### src/rtl/seq_decoder_if.sv
// Bundles the sample input and the decoded outputs of seq_decoder.
// Handshake: a sample on sd is consumed on a rising clk edge when in_valid is high.
// There is no back-pressure. bit_valid, byte_valid and err are single-cycle pulses
// with no ready signal. They qualify bit_out, byte_out and the err_cnt increment.
interface seq_decoder_if #(
    parameter int CNT_W = 8
);
    logic             in_valid;
    logic [2:0]       sd;
    logic             locked;
    logic             bit_valid;
    logic             bit_out;
    logic             byte_valid;
    logic [7:0]       byte_out;
    logic             err;
    logic [CNT_W-1:0] err_cnt;

    modport master (
        output in_valid, sd,
        input  locked, bit_valid, bit_out, byte_valid, byte_out, err, err_cnt
    );

    modport slave (
        input  in_valid, sd,
        output locked, bit_valid, bit_out, byte_valid, byte_out, err, err_cnt
    );
endinterface

### src/rtl/seq_decoder.sv
// Decodes the 2/6/7/5/4 state-code trajectory back into the input bit stream.
// The decoder hunts for any legal code and then tracks legal transitions.
// It recovers one bit at each branch point (prev 6 or 4) and packs the bits LSB-first into bytes.
// An illegal code or transition while tracking raises err and drops the decoder back to hunting.
module seq_decoder #(
    parameter int CNT_W = 8
) (
    input logic          clk,
    input logic          reset,
    seq_decoder_if.slave bus
);
    typedef enum logic {
        HUNT  = 1'b0,
        TRACK = 1'b1
    } state_t;

    state_t           state_q, state_d;
    logic [2:0]       prev_q, prev_d;
    logic [2:0]       bcnt_q, bcnt_d;
    logic [7:0]       shreg_q, shreg_d;
    logic             bit_valid_q, bit_valid_d;
    logic             bit_out_q, bit_out_d;
    logic             byte_valid_q, byte_valid_d;
    logic [7:0]       byte_out_q, byte_out_d;
    logic             err_q, err_d;
    logic [CNT_W-1:0] err_cnt_q, err_cnt_d;
    logic [7:0]       shifted;
    logic             new_bit;
    logic             emit;

    function automatic logic code_legal(input logic [2:0] c);
        return (c == 3'd2) || (c == 3'd4) || (c == 3'd5) || (c == 3'd6) || (c == 3'd7);
    endfunction

    function automatic logic pair_legal(input logic [2:0] p, input logic [2:0] c);
        logic ok;
        case ({p, c})
            {3'd2, 3'd6}, {3'd6, 3'd7}, {3'd6, 3'd5}, {3'd7, 3'd5},
            {3'd5, 3'd4}, {3'd4, 3'd6}, {3'd4, 3'd2}: ok = 1'b1;
            default:                                  ok = 1'b0;
        endcase
        return ok;
    endfunction

    // State and output registers; reset clears everything immediately.
    always_ff @(posedge clk or negedge reset) begin
        if (!reset) begin
            state_q      <= HUNT;
            prev_q       <= 3'd0;
            bcnt_q       <= 3'd0;
            shreg_q      <= 8'd0;
            bit_valid_q  <= 1'b0;
            bit_out_q    <= 1'b0;
            byte_valid_q <= 1'b0;
            byte_out_q   <= 8'd0;
            err_q        <= 1'b0;
            err_cnt_q    <= '0;
        end else begin
            state_q      <= state_d;
            prev_q       <= prev_d;
            bcnt_q       <= bcnt_d;
            shreg_q      <= shreg_d;
            bit_valid_q  <= bit_valid_d;
            bit_out_q    <= bit_out_d;
            byte_valid_q <= byte_valid_d;
            byte_out_q   <= byte_out_d;
            err_q        <= err_d;
            err_cnt_q    <= err_cnt_d;
        end
    end

    // Next-state: lock on a legal code, recover bits at branch points, drop lock on errors.
    always_comb begin
        state_d      = state_q;
        prev_d       = prev_q;
        bcnt_d       = bcnt_q;
        shreg_d      = shreg_q;
        bit_valid_d  = 1'b0;
        bit_out_d    = bit_out_q;
        byte_valid_d = 1'b0;
        byte_out_d   = byte_out_q;
        err_d        = 1'b0;
        err_cnt_d    = err_cnt_q;
        new_bit      = 1'b0;
        emit         = 1'b0;
        shifted      = shreg_q;

        if (bus.in_valid) begin
            case (state_q)
                HUNT: begin
                    // An illegal code while hunting is silently ignored.
                    if (code_legal(bus.sd)) begin
                        state_d = TRACK;
                        prev_d  = bus.sd;
                    end
                end
                TRACK: begin
                    if (pair_legal(prev_q, bus.sd)) begin
                        prev_d = bus.sd;
                        if (prev_q == 3'd6) begin
                            emit    = 1'b1;
                            new_bit = (bus.sd == 3'd7);
                        end else if (prev_q == 3'd4) begin
                            emit    = 1'b1;
                            new_bit = (bus.sd == 3'd6);
                        end
                        if (emit) begin
                            shifted     = {new_bit, shreg_q[7:1]};
                            shreg_d     = shifted;
                            bit_valid_d = 1'b1;
                            bit_out_d   = new_bit;
                            bcnt_d      = bcnt_q + 3'd1;
                            // The eighth bit publishes the whole byte at once.
                            if (bcnt_q == 3'd7) begin
                                byte_valid_d = 1'b1;
                                byte_out_d   = shifted;
                            end
                        end
                    end else begin
                        err_d   = 1'b1;
                        state_d = HUNT;
                        bcnt_d  = 3'd0;
                        shreg_d = 8'd0;
                        if (err_cnt_q != {CNT_W{1'b1}}) begin
                            err_cnt_d = err_cnt_q + 1'b1;
                        end
                    end
                end
                default: state_d = HUNT;
            endcase
        end
    end

    assign bus.locked     = (state_q == TRACK);
    assign bus.bit_valid  = bit_valid_q;
    assign bus.bit_out    = bit_out_q;
    assign bus.byte_valid = byte_valid_q;
    assign bus.byte_out   = byte_out_q;
    assign bus.err        = err_q;
    assign bus.err_cnt    = err_cnt_q;
endmodule

### src/flat_wrapper.sv
// flat-port wrapper written by rule: the top's interface ports become plain ports
module seq_decoder_flat 
#(
    parameter int CNT_W = 8
)
  (clk, reset, bus_in_valid, bus_sd, bus_locked, bus_bit_valid, bus_bit_out, bus_byte_valid, bus_byte_out, bus_err, bus_err_cnt);
  seq_decoder_if #(.CNT_W(CNT_W)) bus_i ();
  input logic clk;
  input logic reset;
  input wire logic [$bits(bus_i.in_valid)-1:0] bus_in_valid;
  input wire logic [$bits(bus_i.sd)-1:0] bus_sd;
  output wire logic [$bits(bus_i.locked)-1:0] bus_locked;
  output wire logic [$bits(bus_i.bit_valid)-1:0] bus_bit_valid;
  output wire logic [$bits(bus_i.bit_out)-1:0] bus_bit_out;
  output wire logic [$bits(bus_i.byte_valid)-1:0] bus_byte_valid;
  output wire logic [$bits(bus_i.byte_out)-1:0] bus_byte_out;
  output wire logic [$bits(bus_i.err)-1:0] bus_err;
  output wire logic [$bits(bus_i.err_cnt)-1:0] bus_err_cnt;
  assign bus_i.in_valid = bus_in_valid;
  assign bus_i.sd = bus_sd;
  assign bus_locked = bus_i.locked;
  assign bus_bit_valid = bus_i.bit_valid;
  assign bus_bit_out = bus_i.bit_out;
  assign bus_byte_valid = bus_i.byte_valid;
  assign bus_byte_out = bus_i.byte_out;
  assign bus_err = bus_i.err;
  assign bus_err_cnt = bus_i.err_cnt;
  seq_decoder #(.CNT_W(CNT_W)) u_core (.clk(clk), .reset(reset), .bus(bus_i));
endmodule
### config.mk
export PLATFORM = sky130hd
export DESIGN_NAME = seq_decoder_flat
export DESIGN_NICKNAME = d
export VERILOG_FILES = /design/src/rtl/seq_decoder_if.sv /design/src/rtl/seq_decoder.sv /design/src/flat_wrapper.sv
export SDC_FILE = /design/constraint.sdc
export NUM_CORES = 1
export LEC_CHECK = 0
export ABC_AREA = 1
export CORE_MARGIN = 4
export CORE_UTILIZATION = 45
export DETAILED_ROUTE_END_ITERATION = 10
export PLACE_DENSITY = 0.75
export SLEW_MARGIN = 30
export SYNTH_ARGS = -nofsm -noshare
export SYNTH_HDL_FRONTEND = slang
export SYNTH_SLANG_ARGS = --single-unit
### constraint.sdc
create_clock -name clk -period 3.45 [get_ports clk]
set_input_delay 0.8625 -clock clk [delete_from_list [all_inputs] [get_ports clk]]
set_output_delay 0.8625 -clock clk [all_outputs]
set_load 0.03 [all_outputs]
Word level (Yosys, flattened, before mapping). Cells that the tools add are included.

Add/sub/neg operators: 2. Multiplexer cells: 32. Equal/unequal tests: 19. Reduce and logical (&&, ||, !) cells: 10. Bitwise operators: 2.

Operators with widths (count): 6-bit equality test (second input constant) (6); 1-bit two-way mux (24); 3-bit equality test (second input constant) (7); 8-bit two-way mux (2); 3-bit two-way mux (4); 8-bit by 1-bit adder with 8-bit output (second input constant) (1); 8-bit inequality test (second input constant) (1); 4-bit AND reduction (2); 7-bit OR reduction (1); 6-bit by 5-bit equality test with 1-bit output (second input constant) (1); 3-bit one-hot mux with 2 select lines (1); 3-bit AND reduction (2); 5-bit AND reduction (1); 1-bit logical OR (4); 2-bit inequality test (second input constant) (2); 3-bit by 1-bit adder with 3-bit output (second input constant) (1); 3-bit by 2-bit equality test with 1-bit output (second input constant) (1); 2-bit by 1-bit inequality test with 1-bit output (second input constant) (1); 1-bit inverter (2); 1-bit one-hot mux with 2 select lines (1).

Register bits after elaboration: 35. Output and inout bits: 21. Word-level logic and storage cells: 75. Input bits: 6.

Longest topological paths before layout. Gate-level depths: netlist of the first run.

Depth after elaboration: 12. Mapped depth: 9. Gate-level depth less buffers: 9.

Worst setup path before layout of the first run. OpenSTA, ideal clock, no wires.

Kind: input port to flip-flop. From: input port bus_sd[2]. To: register u_core.shreg_q[1]. Required time: 3.384 ns. Arrival time: 1.601 ns. Cell stages on the path: 9. Buffers on the path: 1. Path slack: 1.783 ns. Cells stage by stage: inv_2 nor2_2 nand3_2 nand2_1 inv_2 nand3_1 buf_4 nand3_1 nand2_1.

Word-level cells in the longest chain between the ends: 7. Elaborated cells between the ends (all ways): 14.

RTL lines: from (decl) (RTL line flat_wrapper.sv:11) `input wire logic [$bits(bus_i.sd)-1:0] bus_sd;`; 6-bit by 5-bit equality test with 1-bit output or 6-bit equality test (tied branches) (RTL line seq_decoder.sv:37) `case ({p, c})`; 7-bit OR reduction * (RTL line seq_decoder.sv:37); 1-bit two-way mux * (RTL line seq_decoder.sv:37); 1-bit two-way mux * (RTL line seq_decoder.sv:89) `case (state_q)`; 1-bit two-way mux * (RTL line seq_decoder.sv:88) `if (bus.in_valid) begin`; 2-bit inequality test (no source line); 3-bit AND reduction (no source line); to (signal assigned) (RTL line seq_decoder.sv:62) `shreg_q <= shreg_d;`; to (decl) (RTL line seq_decoder.sv:20) `logic [7:0] shreg_q, shreg_d;`.

Every way passes the cells marked *; elsewhere a longest branch is shown, timed or not. The select of a mux whose other input is x is not followed. A chain may end at the register's enable or synchronous reset.

Final worst setup path of the first run.
From: input port bus_in_valid. To: register u_core.bcnt_q[2].

Word-level cells in the longest chain between the ends: 1.

RTL lines: from (decl) (RTL line flat_wrapper.sv:10) `input wire logic [$bits(bus_i.in_valid)-1:0] bus_in_valid;`; 3-bit AND reduction (no source line); to (signal assigned) (RTL line seq_decoder.sv:61) `bcnt_q <= bcnt_d;`; to (decl) (RTL line seq_decoder.sv:19) `logic [2:0] bcnt_q, bcnt_d;`.

Every way passes these cells.

==> results of run 1 <==
## cell usage after synthesis, drive strengths merged
cell type | instances | area (um^2)
inv | 18 | 67.6
nand2 | 76 | 285
nand4 | 24 | 163
nand3b | 2 | 15.0
nand3 | 22 | 138
nor2 | 13 | 61.3
dfrtp | 34 | 851
o21ai | 2 | 10.0
o31a | 1 | 8.76
a21oi | 1 | 5.00
clkbuf | 1 | 3.75
ha | 3 | 37.5
buf | 5 | 31.3
xor2 | 3 | 26.3
## final timing paths
kind,endpoint,cells after the start,startpoint,slack (ps)
max,u_core.bcnt_q[2]$_DFFE_PN0P_,9,bus_in_valid,1150
min,u_core.bus.byte_out[5]$_DFFE_PN0P_,2,u_core.bus.byte_out[5]$_DFFE_PN0P_,470
max reg2reg,u_core.bus.err_cnt[7]$_DFFE_PN0P_,7,u_core.bus.err_cnt[0]$_DFFE_PN0P_,1790
min reg2reg,u_core.bus.byte_out[5]$_DFFE_PN0P_,2,u_core.bus.byte_out[5]$_DFFE_PN0P_,470
max in group asynchronous,u_core.bus.err_cnt[6]$_DFFE_PN0P_,2,reset,2160
min in group asynchronous,u_core.bus.byte_out[0]$_DFFE_PN0P_,2,reset,990
## registers in the layout, summed over array words and instances, names as in the netlist
| name | cells |
|---|---|
| u_core.bcnt_q | 3 |
| u_core.bus.bit_out | 1 |
| u_core.bus.bit_valid | 1 |
| u_core.bus.byte_out | 8 |
| u_core.bus.byte_valid | 1 |
| u_core.bus.err | 1 |
| u_core.bus.err_cnt | 8 |
| u_core.bus.locked | 1 |
| u_core.prev_q | 3 |
| u_core.shreg_q | 7 |
## power groups by stage
stage	logic, mW	clock network (mW)	registers (mW)
2_1_floorplan	0.199	0	0.576
3_3_place_gp	0.369	0	0.520
3_5_place_dp	0.377	0	0.521
4_1_cts	0.379	0.284	0.514
5_1_grt	0.417	0.297	0.526
6_report	0.375	0.275	0.516
## kinds of logic (layout without fill, tap and decap cells)
logic type	Yosys count	in the layout	synth area share
AO/OA/AOI/OAI	4	4	0.0140
XOR/XNOR	3	3	0.0154
adder cells (fa/ha/maj)	3	3	0.0220
buffers and inverters	24	52	0.0602
flip-flops	34	34	0.500
AND/OR/NAND/NOR	137	137	0.389
## area by class of cell
type,instances,area [um^2],area share
Sequential cell,34,851,0.410
Multi-Input combinational cell,147,749,0.361
Timing Repair Buffer,27,268,0.129
Clock buffer,5,68.8,0.0332
Inverter,18,67.6,0.0326
Tap cell,48,60.1,0.0290
Clock inverter,2,10.0,0.00483
## per-stage QoR
step	power, mW	instance area [um^2]	hold WS, ps
final	1.17	2070	468
after global routing	1.24	2070	511
after CTS	1.18	2070	476
after detailed placement	0.898	2000	459
after global placement	0.890	2000	454
after floorplan	0.775	1700	469
## routing by layer
| layer | wire (um) | up-vias |
|---|---|---|
| met5 | 0 | - |
| met4 | 21 | 0 |
| met2 | 1510 | 39 |
| met3 | 200 | 3 |
| li1 | - | 737 |
| met1 | 1570 | 659 |
## worst register-to-register path, cell delays in order (launching register included)
cell and delay, ps:
dfrtp_1 420, ha_1 210, nand2_1 90, nor2_1 190
nand4_2 260, nand4_2 290, nand2_1 70, nand2_1 70
==> impl_metrics.ini, run 1 <==
[detailed_routing]
wl_per_cell_um = 11.8
wl_um = 3310
drt_iter0_markers = 81
drc = 0
dr.pass1.iters = 4
ant_nets = 0
vias = 1438
vias_per_cell = 5.12

[final_layout]
diodes = 0
final_nets = 242
final_layout_size_suffix_gt1_frac = 0.120
layoutNonFillerInstCount = 281
fin_util = 0.567
mostFrequentLayoutCells = nand2_1 (76), dfrtp_1 (34), clkdlybuf4s50_1 (26), nand4_1 (22), nand3_1 (18)
final_common_cell = nand2_1
synthToLayoutAreaGrowth_pct = 21.8
fill_cells = 336

[timing]
clock-skew-final_ps = 7.46
setup_ws_ps = 1150
setup_tns_ps = 0
finalHoldViolations = 0
timing.slew.headroom = 0.714
max_freq_ghz = 0.435
setup_viol = 0
rsz0062_at_grt = false
final_max_slew_viol_count = 0
fin_crit_ps = 2300
tightest_slew_ps = 430
fin_crit_sh = 0.666

[setup_path]
slowest_delay_ps = 500
critPathBufInv = 4
critical_path_arrival_ps = 2530
cp-end-kind = flop
required_ps = 3680
critPathTopFamily = buffers and inverters
startpoint_type = input port
path_cells = clkdlybuf4s50_1 -> nand2_1 -> inv_2 -> nand2_1 -> inv_2 -> nand2_1 -> inv_2 -> nand2_1 -> nand2_1
cpMostUsedCell = nand2_1
critPathKind = in2reg
cp_slowest_cell = clkdlybuf4s50_1
crit_fanout = 16

[synthesis]
synth_seq_cells = 34
synth_nets = 214
ys_seq_area_frac = 0.500
syn_inst = 205
syn-cell-area_um2 = 1700
syn_avg_cell_area_um2 = 8.31
yosysUniqueCellTypes = 21
ys_warn_count = 0

[min_path]
hp-class = reg2reg

[clock_tree]
cts_resized = 0
cts-root-buf = clkbuf_8
cts_tree = built
clockBufferDepth = 2
cts_setup_buffers = 0
ctsHoldBuffers = 0
htree_num_levels = 2
cts_buffers = 5
cts.sinks = 34
path_clk_slew_ps = 70
insertion_delay_ps = 290

[global_routing]
antenna_found_initial = 0
use_met1 = 0.201
overflow = 0
grt.busiest_layer = met2
grt.total_usage = 0.151
use_met2 = 0.234
grt_first_pass_wirelength_um = 5960
grt_max_degree = 35
use_met3 = 0.0580
grt_pass1_vias = 1396

[place]
dp.cells = 274
io_buffers = 26
dp_hpwl_um = 2390
dpl_worst_slack_ps = 863
gp_congestion = 0.872

[power_and_ir_drop]
clkPwrFrac = 0.236
combinationalPowerShare = 0.322
power_density_nw_per_um2 = 562
switching_share = 0.384
ir_drop_uv = 484
p_leak_nw = 1.10
internal-power_mw = 0.717
p_sw_mw = 0.448
seq_power_share = 0.443

[floorplan]
num_io_pins = 27
core.rowCount = 22
initial_utilization = 0.465
chipHeight_um = 69.5
die-area_um2 = 4830
coreArea_um2 = 3660
fp.dieW_um = 69.5

[outcome]
status = completed

[job]
max_cap_viol_count = 0
Note: power is estimated with default switching activity, not from simulation.
==> inputs of run 2 (changes only) <==
--- a/config.mk
+++ b/config.mk
@@ -9,7 +9,7 @@
 export CORE_MARGIN = 4
 export CORE_UTILIZATION = 45
 export DETAILED_ROUTE_END_ITERATION = 10
-export PLACE_DENSITY = 0.75
+export PLACE_DENSITY = 0.77
 export SLEW_MARGIN = 30
 export SYNTH_ARGS = -nofsm -noshare
 export SYNTH_HDL_FRONTEND = slang
==> constraint.sdc (replaced) <==
create_clock -name clk -period 1.9 [get_ports clk]
set_input_delay 0.475 -clock clk [delete_from_list [all_inputs] [get_ports clk]]
set_output_delay 0.475 -clock clk [all_outputs]
set_load 0.03 [all_outputs]
==> run 2 against run 1 <==
  * Count of clock-buffer cells in the layout up 2
  * Largest power group unchanged
  * Critical path depth down 8
  * Largest cell class unchanged
  * Setup slack worse by 1000 ps
==> impl_metrics.ini, run 2 (synthesized netlist as in run 1, its figures left out) <==
[setup_path]
startpoint_type = flop
critPathKind = reg2out
crit_fanout = 2
critical_path_arrival_ps = 1310
crit-reg2reg-launch = u_core.bus.err_cnt[0]$_DFFE_PN0P_
cp_slowest_cell = clkdlybuf4s50_1
critPathBufInv = 1
cp-end-kind = output port
path_cells = clkdlybuf4s50_1
required_ps = 1420
cp.depth = 1
rrSetupSlack_ps = 220
slowest_delay_ps = 670
rr_worst_depth = 7
critPathLaunch = u_core.bus.bit_out$_DFFE_PN0P_
critPathTopFamily = buffers and inverters

[timing]
final_max_slew_viol_count = 0
rsz0062_at_grt = false
tightest_slew_ps = 425
timing.slew.headroom = 0.717
max_freq_ghz = 0.559
finalHoldViolations = 0
hold_ws_ps = 471
setup_viol = 0
fin_crit_ps = 1790
clock-skew-final_ps = 4.06
fin_crit_sh = 0.941

[job]
max_cap_viol_count = 0

[clock_tree]
cts-root-buf = clkbuf_8
cts_setup_buffers = 0
htree_num_levels = 2
cts_buffers = 5
path_clk_slew_ps = 70
clockBufferDepth = 2
insertion_delay_ps = 290
cts.sinks = 34
cts_tree = built

[detailed_routing]
dr.pass1.iters = 4
wl_met3_um = 172
wl_per_cell_um = 11.9
vias_per_cell = 5.06
m1WireLength_um = 1720
ant_nets = 0
vias = 1478
met2_length_um = 1560
routed.top_layer = met4
drt_iter0_markers = 96
wl_um = 3490
drc = 0

[final_layout]
design_area_um2 = 2200
synthToLayoutAreaGrowth_pct = 29.2
final_layout_size_suffix_gt1_frac = 0.152
final_nets = 252
diodes = 0
fin_util = 0.601
layoutNonFillerInstCount = 292
mostFrequentLayoutCells = nand2_1 (76), dfrtp_1 (34), nand4_1 (22), nand3_1 (18), clkdlybuf4s50_1 (17)
final_common_cell = nand2_1

[floorplan]
fp.dieW_um = 69.5
die-area_um2 = 4830
core.rowCount = 22
coreArea_um2 = 3660
chipHeight_um = 69.5
num_io_pins = 27
initial_utilization = 0.465

[power_and_ir_drop]
total_power_mw = 2.32
p_leak_nw = 1.27
ir_drop_uv = 812
power_density_nw_per_um2 = 1050

[global_routing]
overflow = 0
grt_max_degree = 35
grt.total_usage = 0.153
grt_pass1_vias = 1385
grt_first_pass_wirelength_um = 6080
antenna_found_initial = 0

[min_path]
hold_depth = 2
hp-class = reg2reg
hold_start = u_core.bus.byte_out[5]$_DFFE_PN0P_

[place]
dpl_cell_area_um2 = 2080
gp_congestion = 0.884
dp_hpwl_um = 2460
dp.cells = 284
io_buffers = 26

[outcome]
status = completed
==> run 2: final cells by class <==
class | count | area [um^2]
Multi-Input combinational cell | 147 | 749
Sequential cell | 34 | 851
Inverter | 18 | 67.6
Clock buffer | 7 | 76.3
Clock inverter | 1 | 30.0
Fill cell | 354 | 1460
Tap cell | 48 | 60.1
Timing Repair Buffer | 37 | 367
==> run 2: path summary, 6_finish.rpt <==
kind / end
max in group asynchronous: u_core.prev_q[2]$_DFFE_PN0P_
max reg2reg: u_core.bus.err_cnt[3]$_DFFE_PN0P_
min: u_core.bus.byte_out[5]$_DFFE_PN0P_
min reg2reg: u_core.bus.byte_out[5]$_DFFE_PN0P_
min in group asynchronous: u_core.shreg_q[7]$_DFFE_PN0P_
max: bus_bit_out
==> run 2: what timing repair did <==
action | 4_1_cts | 5_1_grt
setup endpoints to repair | 3 | 6
resized for setup | 3 | 6
hold buffers | 0 | 0
gates cloned | 0 | 0
==> run 2: stage by stage <==
| stage | setup TNS [ps] | worst slack (ps) |
|---|---|---|
| after floorplan | 0 | 272 |
| after global placement | -1240 | -52.6 |
| after detailed placement | -2160 | -96.1 |
| after CTS | 0 | 10.5 |
| after global routing | 0 | 53.1 |
| final | 0 | 112 |
==> run 2: per-layer routing <==
layer | up-vias | GRT usage
met5 | - | 0
met4 | 0 | 0.0456
met3 | 3 | 0.0478
met2 | 38 | 0.245
met1 | 681 | 0.199
li1 | 756 | -
==> run 2: where the power goes <==
part / switching (mW) / total [mW] / internal (mW)
clock network: 0.259 / 0.651 / 0.392
registers: 0.114 / 0.933 / 0.819
logic: 0.459 / 0.732 / 0.274
==> inputs of run 3 (changes only) <==
--- a/config.mk
+++ b/config.mk
@@ -9,7 +9,7 @@
 export CORE_MARGIN = 4
 export CORE_UTILIZATION = 45
 export DETAILED_ROUTE_END_ITERATION = 10
-export PLACE_DENSITY = 0.77
+export PLACE_DENSITY = 0.8
 export SLEW_MARGIN = 30
 export SYNTH_ARGS = -nofsm -noshare
 export SYNTH_HDL_FRONTEND = slang
==> run 3 against run 2 <==
  * Setup slack got worse by 63 ps
  * Register-to-register slack improved by 60 ps
  * Die area unchanged
  * Critical path depth unchanged
  * Clock skew increased by 4.4 ps
==> impl_metrics.ini, run 3 (synthesized netlist as in run 1, its figures left out) <==
[timing]
setup_ws_ps = 49.9
setup_viol = 0
fin_crit_sh = 0.974
hold_ws_ps = 470
clock-skew-final_ps = 8.48
timing.slew.headroom = 0.720
finalHoldViolations = 0
final_max_slew_viol_count = 0
max_freq_ghz = 0.541
fin_crit_ps = 1850
rsz0062_at_grt = false
tightest_slew_ps = 420

[global_routing]
antenna_found_initial = 0
grt_pass1_vias = 1424
grt_first_pass_wirelength_um = 6270
overflow = 0
grt_max_degree = 35
grt.total_usage = 0.159

[setup_path]
slowest_delay_ps = 690
path_cells = clkdlybuf4s50_1
critPathTopFamily = buffers and inverters
critical_path_arrival_ps = 1380
cp_slowest_cell = clkdlybuf4s50_1
crit_fanout = 4
critPathKind = reg2out
cp-end-kind = output port
startpoint_type = flop
critPathBufInv = 1
required_ps = 1420

[power_and_ir_drop]
internal-power_mw = 1.63
seq_power_share = 0.378
p_sw_mw = 0.841
combinationalPowerShare = 0.301
p_leak_nw = 1.24
switching_share = 0.340
total_power_mw = 2.47
clkPwrFrac = 0.322
ir_drop_uv = 775
power_density_nw_per_um2 = 1110

[min_path]
hp-class = reg2reg

[place]
gp_congestion = 0.850
dpl_worst_slack_ps = -94.7
io_buffers = 26
dp_hpwl_um = 2580
dp.cells = 284
dpl_cell_area_um2 = 2080

[clock_tree]
cts_setup_buffers = 0
ctsHoldBuffers = 0
path_clk_slew_ps = 70
cts_tree = built
cts-root-buf = clkbuf_8
cts_resized = 4
cts.sinks = 34
htree_num_levels = 2
cts_buffers = 5
insertion_delay_ps = 290
clockBufferDepth = 2

[job]
max_cap_viol_count = 0

[final_layout]
layoutNonFillerInstCount = 292
design_area_um2 = 2220
mostFrequentLayoutCells = nand2_1 (76), dfrtp_1 (34), nand4_1 (22), clkdlybuf4s50_1 (19), nand3_1 (18)
final_nets = 252
synthToLayoutAreaGrowth_pct = 30.6
fill_cells = 348
final_common_cell = nand2_1
final_layout_size_suffix_gt1_frac = 0.160
diodes = 0

[detailed_routing]
vias_per_cell = 5.07
wl_um = 3430
drc = 0
drt_iter0_markers = 63
vias = 1481
ant_nets = 0
wl_per_cell_um = 11.7
dr.pass1.iters = 4

[floorplan]
fp.dieW_um = 69.5
coreArea_um2 = 3660
die-area_um2 = 4830
core.rowCount = 22
num_io_pins = 27
initial_utilization = 0.465
chipHeight_um = 69.5

[outcome]
status = completed
==> run 3: changes by cell type in the layout (fill, tap and decap cells not counted) <==
cell / change
dlymetal6s2s_1: -3
dlygate4sd2_1: +1
clkbuf_1: -2
clkdlybuf4s50_1: +2
bufinv_16: +1
clkinv_4: +1
==> run 3: worst paths after layout <==
path	start	endpoint	slack [ps]	depth (start not counted)
setup / recovery	u_core.bus.err_cnt[3]$_DFFE_PN0P_	bus_err_cnt[3]	50	1
hold / removal	u_core.bus.byte_out[4]$_DFFE_PN0P_	u_core.bus.byte_out[4]$_DFFE_PN0P_	470	2
setup reg to reg	u_core.bus.err_cnt[0]$_DFFE_PN0P_	u_core.bus.err_cnt[0]$_DFFE_PN0P_	280	7
hold reg to reg	u_core.bus.byte_out[4]$_DFFE_PN0P_	u_core.bus.byte_out[4]$_DFFE_PN0P_	470	2
max in group asynchronous	reset	u_core.bus.err_cnt[2]$_DFFE_PN0P_	1000	2
min in group asynchronous	reset	u_core.bus.byte_out[6]$_DFFE_PN0P_	590	2
==> run 3: area by class of cell <==
class / count / area (um^2) / share of cell area
multi-input combinational: 147 / 749 / 0.337
clock buffer: 5 / 68.8 / 0.0310
tap: 48 / 60.1 / 0.0270
inverter: 18 / 67.6 / 0.0304
clock inverter: 3 / 68.8 / 0.0310
sequential: 34 / 851 / 0.383
timing repair buffer: 37 / 358 / 0.161
==> run 3: tightest hold or removal path: cells and delay by family, from the launching register on <==
kind	cells	cell delay, ps
flip-flops	1	340
AND/OR/NAND/NOR	2	90
==> run 3: power groups by stage <==
stage                     clock, mW  sequential, mW  combinational [mW]
final                         0.795           0.934               0.743
after global routing          0.845           0.950               0.820
after CTS                     0.813           0.934               0.754
after detailed placement          0           0.942               0.762
after global placement            0           0.944               0.742
after floorplan                   0            1.05               0.361
==> run 3: metal layers <==
layer | vias up | share of wire | GRT usage
met3 | 6 | 0.061 | 0.0493
li1 | 756 | - | -
met1 | 682 | 0.45 | 0.201
met2 | 37 | 0.48 | 0.257
met5 | - | 0 | 0
met4 | 0 | 0.016 | 0.0521
==> run 3: stage by stage <==
step                TNS, ps   util
floorplan                 0      -
global placement       -864  0.569
detailed placement    -1950  0.569
CTS                       0  0.605
global route              0  0.607
finish                    0  0.607
